===== src/rtl/fetch_pkg.sv =====
// Shared types and constants for the instruction fetch stage.
package fetch_pkg;

  localparam int XLEN        = 32;
  localparam int DATA_WIDTH  = 32;
  localparam int INSTR_BYTES = 4;

  // One fetched instruction together with the byte PC it came from.
  typedef struct packed {
    logic [XLEN-1:0]       pc;
    logic [DATA_WIDTH-1:0] instr;
  } fetch_pkt_t;

  // Force a byte PC onto a word boundary.
  function automatic logic [XLEN-1:0] align_pc(input logic [XLEN-1:0] pc);
    return {pc[XLEN-1:2], 2'b00};
  endfunction

endpackage


===== src/rtl/fetch_skid_fifo.sv =====
// Two-entry FIFO of {pc, instr} that absorbs the ROM latency under backpressure.
module fetch_skid_fifo
  import fetch_pkg::*;
(
  input  logic       clk,
  input  logic       rst_n,
  input  logic       i_push,
  input  fetch_pkt_t i_push_pkt,
  input  logic       i_pop,
  input  logic       i_flush,
  output logic [1:0] o_count,
  output fetch_pkt_t o_head
);

  fetch_pkt_t r_mem [2];
  logic       r_rd_ptr;
  logic       r_wr_ptr;
  logic [1:0] r_count;

  // Pointer and occupancy bookkeeping; flush empties the FIFO in one cycle.
  // NOTE: sequential state uses non-blocking assignments so every register
  // samples pre-edge values regardless of block evaluation order.
  always_ff @(posedge clk) begin
    if (!rst_n || i_flush) begin
      r_rd_ptr <= 1'b0;
      r_wr_ptr <= 1'b0;
      r_count  <= 2'd0;
    end else begin
      if (i_push) r_wr_ptr <= ~r_wr_ptr;
      if (i_pop)  r_rd_ptr <= ~r_rd_ptr;
      r_count <= r_count + {1'b0, i_push} - {1'b0, i_pop};
    end
  end

  // Entry storage; written on push, never read while the FIFO is empty.
  // NOTE: the data array is deliberately not reset -- occupancy alone
  // decides validity, so clearing it would only add reset fan-out.
  always_ff @(posedge clk) begin
    if (i_push && !i_flush) r_mem[r_wr_ptr] <= i_push_pkt;
  end

  assign o_count = r_count;
  assign o_head  = r_mem[r_rd_ptr];

endmodule


===== src/rtl/rom_fetch_stage.sv =====
// Instruction fetch stage in front of a 1-cycle-latency synchronous ROM.
// Holds the fetch PC, tracks the single in-flight read, and presents
// {pc, instr} to decode through a two-entry skid FIFO or a direct bypass.
module rom_fetch_stage #(
  parameter int          ADDR_WIDTH = 6,
  parameter int          DATA_WIDTH = 32,  // must match fetch_pkg::DATA_WIDTH
  parameter logic [31:0] RESET_PC   = 32'h0000_0000
) (
  input  logic                  clk,
  input  logic                  rst_n,
  output logic [ADDR_WIDTH-1:0] rom_addr,
  input  logic [DATA_WIDTH-1:0] rom_data,
  input  logic                  redirect_valid,
  input  logic [31:0]           redirect_pc,
  output logic                  out_valid,
  input  logic                  out_ready,
  output logic [31:0]           out_pc,
  output logic [DATA_WIDTH-1:0] out_instr
);

  import fetch_pkg::*;

  logic [XLEN-1:0] r_fetch_pc;
  logic [XLEN-1:0] r_inflight_pc;
  logic            r_inflight;

  logic [1:0]      w_occ;
  fetch_pkt_t      w_head;
  fetch_pkt_t      w_ret_pkt;
  logic            w_fifo_nonempty;
  logic            w_pop;
  logic [2:0]      w_pending;
  logic            w_issue;
  logic            w_push;

  // The ROM always sees the current fetch PC; the read only matters on issue.
  assign rom_addr        = r_fetch_pc[ADDR_WIDTH+1:2];
  assign w_fifo_nonempty = (w_occ != 2'd0);
  assign w_ret_pkt       = '{pc: r_inflight_pc, instr: rom_data};

  // Present the FIFO head first, otherwise bypass the returning ROM word.
  // NOTE: every output gets a default first so no path can infer a latch.
  always_comb begin
    out_valid = 1'b0;
    out_pc    = '0;
    out_instr = '0;
    if (w_fifo_nonempty) begin
      out_valid = 1'b1;
      out_pc    = w_head.pc;
      out_instr = w_head.instr;
    end else if (r_inflight) begin
      out_valid = 1'b1;
      out_pc    = r_inflight_pc;
      out_instr = rom_data;
    end
  end

  // Issue only while buffered plus in-flight work, net of this cycle's pop,
  // leaves room for the word that will come back next cycle.
  assign w_pop     = out_valid & out_ready;
  assign w_pending = {1'b0, w_occ} + {2'b00, r_inflight} - {2'b00, w_pop};
  assign w_issue   = !redirect_valid && (w_pending < 3'd2);

  // Returning data goes to the FIFO unless decode took it via the bypass.
  assign w_push    = r_inflight && !(w_pop && !w_fifo_nonempty);

  // Fetch PC and in-flight tracking; redirect squashes the outstanding read.
  always_ff @(posedge clk) begin
    if (!rst_n) begin
      r_fetch_pc    <= RESET_PC;
      r_inflight    <= 1'b0;
      r_inflight_pc <= '0;
    end else if (redirect_valid) begin
      r_fetch_pc    <= align_pc(redirect_pc);
      r_inflight    <= 1'b0;
    end else begin
      r_inflight <= w_issue;
      if (w_issue) begin
        r_inflight_pc <= r_fetch_pc;
        r_fetch_pc    <= r_fetch_pc + XLEN'(INSTR_BYTES);
      end
    end
  end

  fetch_skid_fifo u_fifo (
    .clk        (clk),
    .rst_n      (rst_n),
    .i_push     (w_push),
    .i_push_pkt (w_ret_pkt),
    .i_pop      (w_pop && w_fifo_nonempty),
    .i_flush    (redirect_valid),
    .o_count    (w_occ),
    .o_head     (w_head)
  );

endmodule

===== config.mk =====
export PLATFORM = sky130hd
export DESIGN_NAME = rom_fetch_stage
export DESIGN_NICKNAME = d
export VERILOG_FILES = /design/src/rtl/fetch_pkg.sv /design/src/rtl/fetch_skid_fifo.sv /design/src/rtl/rom_fetch_stage.sv
export SDC_FILE = /design/constraint.sdc
export NUM_CORES = 1
export LEC_CHECK = 0
export ABC_CLOCK_PERIOD_IN_PS = 8450
export BUFFER_PORTS_ARGS = -buffer_cell sky130_fd_sc_hd__buf_4
export CORE_ASPECT_RATIO = 1.5
export CORE_MARGIN = 2
export CORE_UTILIZATION = 56
export DETAILED_ROUTE_END_ITERATION = 8
export GPL_ROUTABILITY_DRIVEN = 0
export PLACE_DENSITY = 0.83
export SYNTH_ARGS = -nofsm -noshare
export SYNTH_HDL_FRONTEND = slang
export SYNTH_SLANG_ARGS = --single-unit

===== constraint.sdc =====
create_clock -name clk -period 8.45 [get_ports clk]
set_input_delay 0.845 -clock clk [delete_from_list [all_inputs] [get_ports clk]]
set_output_delay 0.845 -clock clk [all_outputs]
set_load 0.03 [all_outputs]

# ---- Yosys cells after proc, flatten, opt, wreduce, memory -nomap -nowiden
# Memory sizes are Yosys's and may differ from the RTL's. A register that Yosys moved wholly into a read port is not among the register bits.
# Cells that the tools add are included.
dict set report totals {
  word_cells 45
  ram_bits 128
  out_inout_bits 71
  mem_count 1
  input_bits 68
  register_bits 69
}
# name words word_bits read_ports rd_ports_with_merged_regs write_ports line_no
set memory_table {}
lappend memory_table {u_fifo.r_mem 2 64 1 1 1 fetch_skid_fifo.sv:15} ;# fetch_pkt_t r_mem [2];
dict set report op_classes {
  magnitude_cmp 1
  reduce_logical 14
  muxes 12
  n_bitwise 5
  n_addsub 5
}
# operator count
set ops {}
lappend ops {{$mux 32} 6}
lappend ops {{$add 32x3->32 const B} 1}
lappend ops {{$mux 1} 6}
lappend ops {{$logic_and 1x1->1} 5}
lappend ops {{$logic_not 1->1} 4}
lappend ops {{$not 1->1} 4}
lappend ops {{$reduce_bool 2->1} 2}
lappend ops {{$add 2x1->3} 1}
lappend ops {{$lt 3x2->1 const B} 1}
lappend ops {{$sub 3x1->3} 1}
lappend ops {{$add 2x1->2} 1}
lappend ops {{$reduce_and 2->1} 1}
lappend ops {{$reduce_or 2->1} 1}
lappend ops {{$sub 2x1->2} 1}
lappend ops {{$and 1x1->1} 1}
lappend ops {{$logic_or 1x1->1} 1}

# ---- Longest topological paths before layout
# Gate-level depths: netlist (run 1).
dict set report depth {
  depth_word 9
  ltp_mapped 12
  ltp_nobuf 10
}

# ---- Modules after synthesis
# Synthesis (run 1) repeated with hierarchy kept, for this count alone.
dict set report unflattened {
  cells_unflattened 830
  hier_area_um2 9148.8
}
# module area_each_um2 cells_each seq_area_each_um2 instances
set by_module_without_submodules {}
lappend by_module_without_submodules {fetch_skid_fifo 5138.7 220 3943.8 1}
lappend by_module_without_submodules {rom_fetch_stage 4010.1 610 1221.2 1}

# ---- Worst setup path before layout (run 1)
# Ideal clock, no wire load.
dict set report synth_timing {
  path_type {input port to flip-flop}
  from {input redirect_valid}
  to {memory u_fifo.r_mem[1][0] (netlist bit), enable pin}
  t_arrival_ns 5.619
  setup_time_ns 0.571
  stages 2
  setup_slack_ns 2.260
  t_required_ns 7.879
  n_path_buf 1
  cell_sequence {clkbuf_1 nor3b_1}
}
dict set report synth_via {
  elab_chain_len 4
}
# item line_no
set synth_lines {}
lappend synth_lines {{start: declaration} rom_fetch_stage.sv:13} ;# input logic redirect_valid,
lappend synth_lines {{$logic_not 1->1} fetch_skid_fifo.sv:39} ;# if (i_push && !i_flush) r_mem[r_wr_ptr] <= i_push_pkt;
lappend synth_lines {{$logic_and 1x1->1} fetch_skid_fifo.sv:39}
lappend synth_lines {{$mux 1} fetch_skid_fifo.sv:39}
lappend synth_lines {{$mux 1 (implied by the code)} fetch_skid_fifo.sv:39}
lappend synth_lines {{end: declaration} fetch_skid_fifo.sv:15}
# No other way between the ends.

# ---- Worst setup path in the final report (run 1)
dict set report layout_timing {
  from {register u_fifo.r_count[1] (netlist: u_fifo.o_count[1])}
  to {register r_inflight_pc[29]}
}
dict set report layout_via {
  elab_chain_len 7
  elab_cells_between_ends 8
  cone_classes {add/sub: 2; order compare: 1; mux: 1; bitwise: 1; reduce/logical: 3}
}
# item line_no
set layout_lines {}
lappend layout_lines {{start: declaration} fetch_skid_fifo.sv:18} ;# logic [1:0] r_count;
lappend layout_lines {{start signal: assignment} fetch_skid_fifo.sv:31} ;# r_count <= r_count + {1'b0, i_push} - {1'b0, i_pop};
lappend layout_lines {{$reduce_bool 2->1} rom_fetch_stage.sv:38} ;# assign w_fifo_nonempty = (w_occ != 2'd0);
lappend layout_lines {{$mux 1} rom_fetch_stage.sv:47} ;# if (w_fifo_nonempty) begin
lappend layout_lines {{$and 1x1->1} rom_fetch_stage.sv:60} ;# assign w_pop = out_valid & out_ready;
lappend layout_lines {{$sub 3x1->3 *} rom_fetch_stage.sv:61} ;# assign w_pending = {1'b0, w_occ} + {2'b00, r_inflight} - {2'b00, w_pop};
lappend layout_lines {{$lt 3x2->1 *} rom_fetch_stage.sv:62} ;# assign w_issue = !redirect_valid && (w_pending < 3'd2);
lappend layout_lines {{$logic_and 1x1->1 *} rom_fetch_stage.sv:62}
lappend layout_lines {{$reduce_and 2->1 (no line) *} --}
lappend layout_lines {{end signal: assignment} rom_fetch_stage.sv:79} ;# r_inflight_pc <= r_fetch_pc;
lappend layout_lines {{end: declaration} rom_fetch_stage.sv:24} ;# logic [XLEN-1:0] r_inflight_pc;
# Mark *: on every way between the ends. The rest lies on a longest branch, timed or not.
# A chain may end at the register's enable or synchronous reset.

==> results of run 1 <==
power by group through the flow:
| stage | Clock [mW] | Sequential (mW) | Combinational [mW] |
|---|---|---|---|
| detailed placement | 0 | 1.06 | 0.227 |
| floorplan | 0 | 1.06 | 0.147 |
| global placement | 0 | 1.06 | 0.220 |
| global route | 0.809 | 1.05 | 0.247 |
| finish | 0.763 | 1.04 | 0.227 |
| CTS | 0.777 | 1.04 | 0.228 |
worst paths after layout:
check | cells after the start | slack (ns) | end | startpoint
setup / recovery | 10 | 4.65 | r_inflight_pc[29] | u_fifo.o_count[1]
hold reg to reg | 2 | 0.49 | r_inflight_pc[31] | r_fetch_pc[31]
setup reg to reg | 10 | 4.65 | r_inflight_pc[29] | u_fifo.o_count[1]
hold / removal | 2 | 0.49 | r_inflight_pc[31] | r_fetch_pc[31]
cell families after synthesis:
group | count (synthesis) | synth area share
fa+ha+maj | 5 | 0.00858
mux | 63 | 0.0772
compound gates | 147 | 0.102
buf+inv | 62 | 0.0352
simple gates | 204 | 0.122
flops | 190 | 0.618
xor+xnor | 33 | 0.0363
other cells | 1 | 0.000459
cell type report:
class	count	area (um^2)	area share
flip-flops and latches	190	5050	0.516
multi-input cells	454	2860	0.292
repair buffers	139	1040	0.107
clock buffers	20	478	0.0488
well taps	196	245	0.0251
clock inverters	12	97.6	0.00997
inverters	4	15.0	0.00153
layer usage:
layer | global-route usage | wire length, um | vias to the layer above | share of wire
li1 | - | - | 2751 | -
met5 | 0 | 0 | - | 0
met2 | 0.375 | 8840 | 159 | 0.53
met3 | 0.0373 | 716 | 25 | 0.043
met4 | 0.0775 | 325 | 0 | 0.019
met1 | 0.270 | 6840 | 2688 | 0.41
Yosys cell counts:
cell type                  count  area, um^2
sky130_fd_sc_hd__buf_1         6        22.5
sky130_fd_sc_hd__dfxtp_1      66        1320
sky130_fd_sc_hd__buf_2         5        25.0
sky130_fd_sc_hd__o21ai_0      88         440
sky130_fd_sc_hd__clkbuf_1     36         135
sky130_fd_sc_hd__mux2i_1      63         631
sky130_fd_sc_hd__ha_1          4        50.1
sky130_fd_sc_hd__and4_1        2        17.5
sky130_fd_sc_hd__a31oi_1       2        12.5
sky130_fd_sc_hd__buf_6         2        22.5
sky130_fd_sc_hd__nor4b_4       1        23.8
sky130_fd_sc_hd__fa_1          1        20.0
sky130_fd_sc_hd__edfxtp_1    124        3720
sky130_fd_sc_hd__nand4_1       9        56.3
sky130_fd_sc_hd__nor4_4        1        21.3
sky130_fd_sc_hd__and3_1        5        31.3
sky130_fd_sc_hd__inv_1         4        15.0
sky130_fd_sc_hd__nor3b_1       1        7.51
sky130_fd_sc_hd__o21ai_1       1        5.00
sky130_fd_sc_hd__xnor2_1       7        61.3
sky130_fd_sc_hd__conb_1        1        3.75
sky130_fd_sc_hd__xor2_2        1        16.3
sky130_fd_sc_hd__and2_1        6        37.5
sky130_fd_sc_hd__nand3_1      79         395
sky130_fd_sc_hd__xor2_1       25         219
sky130_fd_sc_hd__nor2_1       10        37.5
sky130_fd_sc_hd__a21boi_0     31         233
sky130_fd_sc_hd__nand2b_1      3        18.8
sky130_fd_sc_hd__nand2_1      78         293
sky130_fd_sc_hd__nor3_1        3        15.0
sky130_fd_sc_hd__nand3_2       1        10.0
sky130_fd_sc_hd__nor2b_1       1        6.26
sky130_fd_sc_hd__nor3_2        1        10.0
sky130_fd_sc_hd__or3_1         2        12.5
sky130_fd_sc_hd__o211a_1       3        30.0
sky130_fd_sc_hd__buf_4         9        67.6
sky130_fd_sc_hd__nor4_1        1        6.26
sky130_fd_sc_hd__a21oi_1      22         110
worst max-delay path, stage by stage (launching register included):
cell	delay, ns
sky130_fd_sc_hd__dfxtp_1	0.43
sky130_fd_sc_hd__or3_1	0.42
sky130_fd_sc_hd__and2_1	0.18
sky130_fd_sc_hd__ha_1	0.26
sky130_fd_sc_hd__nand2b_1	0.15
sky130_fd_sc_hd__fa_1	0.46
sky130_fd_sc_hd__xnor2_1	0.26
sky130_fd_sc_hd__nand2_1	0.20
sky130_fd_sc_hd__nor2_2	0.89
sky130_fd_sc_hd__nand2_1	0.23
sky130_fd_sc_hd__a21boi_0	0.24
sequential cells by signal (all words and copies together) (netlist names), named ones only:
name and flops:
r_inflight 1, r_inflight_pc 30, u_fifo.o_count 2, u_fifo.r_mem 124, u_fifo.r_wr_ptr 1, r_fetch_pc 30
u_fifo.r_rd_ptr 1
metrics by stage:
stage | cells | area [um^2] | power [mW]
finish | 1015 | 9780 | 2.03
global route | 1015 | 9780 | 2.10
CTS | 1015 | 9780 | 2.05
detailed placement | 983 | 9210 | 1.29
global placement | 983 | 9210 | 1.28
floorplan | 706 | 8170 | 1.20
==> qor.yml, run 1 <==
outcome: "finished, final reports clean"
syn_area_per_cell_um2: 11.6
post-cts-setup-buffer-count: 0
max-clock-path-buffers: 2
synthesis.instances: 705
power.share.clock: 0.375
overflow: 0
preCtsSetupSlack_ns: 4.64
power_switching_share: 0.253
slew_violations: 0
post_cts_resize_count: 0
cts-hold-fix-buffers: 0
cellLeakagePower_nw: 3.42
detailed_router_s_first_iteration_violation_count: 311
clock-skew-final_ns: 0.00751
tns_ns: 0
proportion_of_layout_cells_with_a_drive_suffix_above_1: 0.222
dpl.hpwl_um: 10600
cts.sinks: 190
tritoncts_clock_tree: "yes"
fill_cells: 1059
clkSlewWorstSetupHoldPaths_ns: 0.07
number_of_buffers_added_on_ports: 134
worstPathArrival_ns: 4.14
post-route-min-period_ns: 3.80
synth.cell_area_um2: 8160
timing.final.setup_violations: 0
avgViaCountPerCell: 5.54
clkLatencyLatePin_ns: 0.42
grt_pass1_vias: 5547
hold-worst-slack_ns: 0.486
die_area_um2: 15600
grt_antenna_before_repair: 0
share_seq_of_total_power: 0.513
worst_ep_required_time_ns: 8.79
gr-usage-all-layers: 0.217
number_of_i_o_pins: 139
tightestPinTransition_ns: 1.13
tritonroute_pass_1_iters: 4
seq_area_frac_synth: 0.618
timing_hold_violations_final: 0
floorplan.initialDensity: 0.567
ctsHtreeMaxLevel: 4
vdd_ir_drop_max_mv: 0.118
cellPowerDensity_nw_per_um2: 208
layout.cells.most_common_list: "sky130_fd_sc_hd__buf_4, sky130_fd_sc_hd__edfxtp_1, sky130_fd_sc_hd__o21ai_0"
cts_root_buffer: "sky130_fd_sc_hd__clkbuf_16"
cellInternalPower_mw: 1.52
route.detailed.wl_per_inst_um: 16.5
tritoncts.num_buffers: 17
worstHoldPathType: "reg -> reg"
start_kind: "flop"
maxClockFrequency_mhz: 263
floorplan.rows: 54
worst_slew_margin_rel: 0.248
layout.cells.most_common: "sky130_fd_sc_hd__buf_4"
core_area_um2: 14400
syn2layout_area_growth_pct: 19.8
grt_setup_unrepaired: "false"
die_h_um: 152
worst_slack_ns: 4.65
postRouteAntennaNets: 0
ys_ff_latch: 190
period_share: 0.450
drt-total-wl_um: 16700
die_w_um: 103
worst_setup_path_end_kind: "flop"
grt_max_degree: 125
route.vias.total: 5623
antennaDiodeCount: 0
ys_warn_count: 0
p_switching_mw: 0.515
number_of_remaining_drc_errors: 0
comb_power_share: 0.112
critical_path_peak_fanout: 32
ys_types: 38
finalCoreUtilization: 0.680
timing_worst_setup_path_type: "reg -> reg"
first_pass_grt_wire_length_um: 27000
fin_nets: 879
cap_violations: 0
(Power assumes the default switching activity.)
==> run 2: changes to the inputs <==
--- a/config.mk
+++ b/config.mk
@@ -5,14 +5,14 @@
 export SDC_FILE = /design/constraint.sdc
 export NUM_CORES = 1
 export LEC_CHECK = 0
-export ABC_CLOCK_PERIOD_IN_PS = 8450
+export ABC_CLOCK_PERIOD_IN_PS = 3200
 export BUFFER_PORTS_ARGS = -buffer_cell sky130_fd_sc_hd__buf_4
 export CORE_ASPECT_RATIO = 1.5
 export CORE_MARGIN = 2
-export CORE_UTILIZATION = 56
+export CORE_UTILIZATION = 51
 export DETAILED_ROUTE_END_ITERATION = 8
 export GPL_ROUTABILITY_DRIVEN = 0
-export PLACE_DENSITY = 0.83
+export PLACE_DENSITY = 0.79
 export SYNTH_ARGS = -nofsm -noshare
 export SYNTH_HDL_FRONTEND = slang
 export SYNTH_SLANG_ARGS = --single-unit
==> constraint.sdc (replaced) <==
create_clock -name clk -period 3.2 [get_ports clk]
set_input_delay 0.32 -clock clk [delete_from_list [all_inputs] [get_ports clk]]
set_output_delay 0.32 -clock clk [all_outputs]
set_load 0.03 [all_outputs]
==> run 2 against run 1 <==
  * Critical path depth rose by 1
  * Clock skew rose by 0.0026 ns
  * Worst hold slack worse by 0.39 ns
  * Maximum frequency rose by 24%
  * Largest power group unchanged
  * Critical endpoint is now r_fetch_pc[23]
  * Combinational power rose to 2.7 times the previous value
  * Clock power grew to 2.6 times the previous value
==> qor.yml, run 2 (synthesis results as in run 1) <==
outcome: "finished, final reports clean"
post-cts-setup-buffer-count: 0
fin_nets: 891
hold_path_depth: 1
min_delay_worst_endpoint: "u_fifo.r_mem[1][31]"
period_share: 0.960
tightestPinTransition_ns: 0.742
share_seq_of_total_power: 0.517
worstHoldPathType: "in -> reg"
maxClockFrequency_mhz: 326
cts_root_buffer: "sky130_fd_sc_hd__clkbuf_16"
cellInternalPower_mw: 3.96
cellPowerDensity_nw_per_um2: 537
comb_power_share: 0.117
grt_setup_unrepaired: "false"
worst-path-buf-inv: 1
grt_max_degree: 65
number_of_buffers_added_on_ports: 134
vdd_ir_drop_max_mv: 0.322
postRouteAntennaNets: 0
antennaDiodeCount: 0
core_area_um2: 15600
clkLatencyLatePin_ns: 0.42
crit_path_top_delay_cell: "sky130_fd_sc_hd__fa_1"
timing.final.setup_violations: 0
power.share.clock: 0.366
detailed_router_s_first_iteration_violation_count: 486
floorplan.initialDensity: 0.523
largest_register_ff_count: 124
tritonroute_pass_1_iters: 4
regMostFlops: "u_fifo.r_mem"
cellLeakagePower_nw: 3.49
die_area_um2: 17100
worst_slew_margin_rel: 0.502
worst_setup_path_end_kind: "flop"
cap_violations: 0
number_of_i_o_pins: 139
r2r_start: "r_inflight"
ff2ff_setup_slack_ns: 0.13
gr-usage-all-layers: 0.200
largest_registers: "u_fifo.r_mem: 124 flops, r_fetch_pc: 30 flops, r_inflight_pc: 30 flops"
tritoncts.num_buffers: 17
start_kind: "flop"
critical_path_peak_fanout: 6
cts-hold-fix-buffers: 0
critical_path.cell_chain: "or3_1 -> and2_1 -> ha_1 -> nand2b_1 -> fa_1 -> xor2_2 -> nor4b_4 -> buf_4 -> nand4_1 -> xor2_1 -> o21ai_0"
p_switching_mw: 1.36
overflow: 0
max-clock-path-buffers: 2
crit-reg2reg-capture: "r_fetch_pc[23]"
clock-skew-final_ns: 0.0101
tns_ns: 0
number_of_remaining_drc_errors: 0
first_pass_grt_wire_length_um: 27100
grt_pass1_vias: 5609
fill_cells: 1196
finish.cell_count_without_fillers: 1034
route.detailed.wl_per_inst_um: 16.3
worst-r2r-cell-count: 11
drt-total-wl_um: 16900
route.vias.total: 5650
clkSlewWorstSetupHoldPaths_ns: 0.07
timing.hold.worst.start: "rom_data[31]"
avgViaCountPerCell: 5.46
post-route-min-period_ns: 3.07
path_delay_family: "simple AND/OR/NAND/NOR gates"
worstPathArrival_ns: 3.41
syn2layout_area_growth_pct: 21.3
timing_hold_violations_final: 0
critPathMaxStageDelay_ns: 0.46
proportion_of_layout_cells_with_a_drive_suffix_above_1: 0.232
die_w_um: 107
worst_ep_required_time_ns: 3.54
timing_worst_setup_path_type: "reg -> reg"
slew_violations: 0
die_h_um: 159
layout.cells.most_common: "sky130_fd_sc_hd__buf_4"
dpl.hpwl_um: 11200
dp_cells: 1002
tritoncts_clock_tree: "yes"
ctsHtreeMaxLevel: 4
floorplan.rows: 56
cts.sinks: 190
post_cts_resize_count: 0
power_switching_share: 0.256
grt_antenna_before_repair: 0
layout.cells.most_common_list: "sky130_fd_sc_hd__buf_4, sky130_fd_sc_hd__edfxtp_1, sky130_fd_sc_hd__o21ai_0"
run 2: metal layers:
layer / GRT usage / up-vias / share of wire
met5: 0 / - / 0
met4: 0.0661 / 0 / 0.017
met3: 0.0311 / 23 / 0.042
met2: 0.362 / 147 / 0.54
met1: 0.239 / 2699 / 0.40
li1: - / 2781 / -
run 2: cell type report:
type	count	area (um^2)	area share
inverters	4	15.0	0.00152
well taps	203	254	0.0256
multi-input cells	454	2870	0.290
flip-flops and latches	190	5050	0.510
repair buffers	151	1170	0.118
clock inverters	13	105	0.0106
clock buffers	19	443	0.0447
run 2: worst max-delay path by stage:
stage / from / slack, ns / cells past startpoint / end
floorplan: u_fifo.o_count[1] / 0.04 / 12 / r_fetch_pc[25]
global route: r_inflight / 0.006 / 11 / r_fetch_pc[23]
finish: r_inflight / 0.13 / 11 / r_fetch_pc[23]
CTS: r_inflight / 0.12 / 11 / r_fetch_pc[23]
global placement: r_inflight / 0.21 / 11 / r_fetch_pc[17]
detailed placement: r_inflight / 0.15 / 11 / r_fetch_pc[23]
run 2: worst register-to-register path: cells and delay by family, from the launching register on:
| kind | cells | cell delay (ns) |
|---|---|---|
| buf+inv | 1 | 0.21 |
| compound gates | 1 | 0.15 |
| fa+ha+maj | 2 | 0.72 |
| simple gates | 5 | 1.22 |
| flops | 1 | 0.32 |
| xor+xnor | 2 | 0.40 |
run 2: stage by stage:
stage               setup WS (ns)  area, um^2  utilization  hold slack (ns)  power (mW)
CTS                         0.122        9910        0.634           0.0796        5.37
floorplan                  0.0427        8190            -            0.419        3.18
finish                      0.128        9910        0.634           0.0966        5.32
global route              0.00563        9910        0.634           0.0776        5.54
detailed placement          0.149        9360        0.599            0.474        3.43
global placement            0.213        9360        0.599            0.461        3.41
run 2: power by group through the flow:
stage	combinational (mW)	clock (mW)	sequential [mW]
6_report	0.621	1.95	2.75
5_1_grt	0.672	2.10	2.76
4_1_cts	0.625	1.99	2.75
3_5_place_dp	0.624	0	2.81
3_3_place_gp	0.605	0	2.80
2_1_floorplan	0.391	0	2.79
==> run 3: changes to the inputs <==
--- a/config.mk
+++ b/config.mk
@@ -7,12 +7,14 @@
 export LEC_CHECK = 0
 export ABC_CLOCK_PERIOD_IN_PS = 3200
 export BUFFER_PORTS_ARGS = -buffer_cell sky130_fd_sc_hd__buf_4
+export CELL_PAD_IN_SITES_DETAIL_PLACEMENT = 2
+export CELL_PAD_IN_SITES_GLOBAL_PLACEMENT = 2
 export CORE_ASPECT_RATIO = 1.5
 export CORE_MARGIN = 2
-export CORE_UTILIZATION = 51
+export CORE_UTILIZATION = 33
 export DETAILED_ROUTE_END_ITERATION = 8
 export GPL_ROUTABILITY_DRIVEN = 0
-export PLACE_DENSITY = 0.79
+export PLACE_DENSITY = 0.78
 export SYNTH_ARGS = -nofsm -noshare
 export SYNTH_HDL_FRONTEND = slang
 export SYNTH_SLANG_ARGS = --single-unit
==> run 3 against run 2 <==
  * First-iteration DRC count fell by 53%
  * Critical path type unchanged
  * Worst hold slack got worse by 0.014 ns
  * Routed wire length rose by 24%
  * Critical path depth did not move
  * Largest power group unchanged
  * Count of clock-buffer cells in the layout rose by 3
  * Combinational power rose by 3.5%
  * Largest cell class unchanged
  * Setup slack improved by 0.0047 ns
  * Die area rose by 53%
  * Clock skew fell by 0.00065 ns
  * Register-to-register slack barely moved
  * Clock power rose by 3%
==> qor.yml, run 3 (synthesis results as in run 1) <==
grt_pass1_vias: 6220
number_of_remaining_drc_errors: 0
worstPathArrival_ns: 3.42
largest_registers: "u_fifo.r_mem: 124 flops, r_fetch_pc: 30 flops, r_inflight_pc: 30 flops"
regMostFlops: "u_fifo.r_mem"
post-cts-setup-buffer-count: 0
grt_antenna_before_repair: 0
vdd_ir_drop_max_mv: 0.386
layout.cells.most_common: "sky130_fd_sc_hd__buf_4"
critical_path_peak_fanout: 13
timing.final.setup_violations: 0
die_h_um: 197
place_area_um2: 9530
cap_violations: 0
max-clock-path-buffers: 2
postRouteAntennaNets: 0
tritonroute_pass_1_iters: 5
overflow: 0
largest_register_ff_count: 124
syn2layout_area_growth_pct: 23.7
fin_nets: 890
layout.cells.most_common_list: "sky130_fd_sc_hd__buf_4, sky130_fd_sc_hd__edfxtp_1, sky130_fd_sc_hd__o21ai_0"
tightestPinTransition_ns: 0.773
tritoncts.num_buffers: 17
slew_violations: 0
detailed_router_s_first_iteration_violation_count: 229
worst_setup_path_end_kind: "flop"
multi_input_gate_area_in_the_final_layout_um2: 2880
outcome: "finished, final reports clean"
cellLeakagePower_nw: 3.48
dpl.hpwl_um: 13600
post-route-min-period_ns: 3.07
die_area_um2: 26000
proportion_of_layout_cells_with_a_drive_suffix_above_1: 0.231
start_kind: "flop"
number_of_i_o_pins: 139
worstHoldPathType: "in -> reg"
tritoncts_clock_tree: "yes"
fill_cells: 2599
maxClockFrequency_mhz: 326
timing_worst_setup_path_type: "reg -> reg"
ctsHtreeMaxLevel: 4
first_pass_grt_wire_length_um: 33700
grt_setup_unrepaired: "true"
avgViaCountPerCell: 4.96
cts_root_buffer: "sky130_fd_sc_hd__clkbuf_16"
route.vias.total: 5724
worst_slew_margin_rel: 0.481
cellPowerDensity_nw_per_um2: 536
floorplan.initialDensity: 0.335
floorplan.rows: 70
postLayoutCellArea_um2: 10100
grt_max_degree: 126
route.detailed.wl_per_inst_um: 18.1
clkLatencyLatePin_ns: 0.43
gr-usage-all-layers: 0.164
preCtsSetupSlack_ns: 0.0291
clkSlewWorstSetupHoldPaths_ns: 0.07
worst_ep_required_time_ns: 3.55
area.sequential_um2: 5050
number_of_buffers_added_on_ports: 134
core_area_um2: 24300
clock-skew-final_ns: 0.00945
cts.sinks: 190
timing_hold_violations_final: 0
period_share: 0.958
worst_slack_ns: 0.133
drt-total-wl_um: 20900
antennaDiodeCount: 0
cts-hold-fix-buffers: 0
die_w_um: 132
==> run 3: layer usage <==
layer  global-route usage  up-vias  share of wire
li1                     -     2764              -
met1                0.185     2862           0.41
met2                0.314       84           0.55
met3               0.0275       14          0.024
met4               0.0478        0          0.012
met5                    0        -              0
==> run 3: cell type report <==
cell class	count	area share
Tap cell	324	0.0401
Timing Repair Buffer	150	0.118
Inverter	4	0.00149
Sequential cell	190	0.500
Clock inverter	10	0.00756
Clock buffer	22	0.0482
Multi-Input combinational cell	454	0.285
==> run 3: worst paths after layout <==
check / start / endpoint / slack (ns) / depth (start not counted)
worst max register to register: r_inflight / r_fetch_pc[31] / 0.13 / 11
worst min register to register: r_inflight_pc[30] / u_fifo.r_mem[0][62] / 0.49 / 0
worst max-delay path: r_inflight / r_fetch_pc[31] / 0.13 / 11
worst min-delay path: rom_data[4] / u_fifo.r_mem[0][4] / 0.08 / 1
==> run 3: power breakdown <==
group	switching [mW]	internal (mW)
clock	0.917	1.09
sequential	0.0722	2.69
combinational	0.403	0.241
total	1.39	4.02
==> run 3: per-stage QoR <==
step           power [mW]  utilization  hold slack [ns]  setup TNS, ns  instances
2_1_floorplan        3.18            -            0.419              0        706
3_3_place_gp         3.44        0.391            0.458              0       1122
3_5_place_dp         3.47        0.391            0.466              0       1122
4_1_cts              5.50        0.414           0.0556              0       1154
5_1_grt              5.63        0.415           0.0598        -0.0777       1154
6_report             5.41        0.415           0.0822              0       1154
==> run 3: timing repair <==
item                                    4_1_cts  5_1_grt
pin swaps                                     0        3
endpoints found under the setup margin        1       16
resized for setup                             1        1
==> run 3: critical path: stages (launching register included) <==
cell                       delay [ns]
sky130_fd_sc_hd__dfxtp_2         0.32
sky130_fd_sc_hd__or3_1           0.38
sky130_fd_sc_hd__and2_1          0.17
sky130_fd_sc_hd__ha_1            0.25
sky130_fd_sc_hd__nand2b_1        0.16
sky130_fd_sc_hd__fa_2            0.44
sky130_fd_sc_hd__xor2_2          0.20
sky130_fd_sc_hd__nor4b_4         0.29
sky130_fd_sc_hd__buf_12          0.18
sky130_fd_sc_hd__nand2_1         0.07
sky130_fd_sc_hd__or3_1           0.35
sky130_fd_sc_hd__a31oi_1         0.17
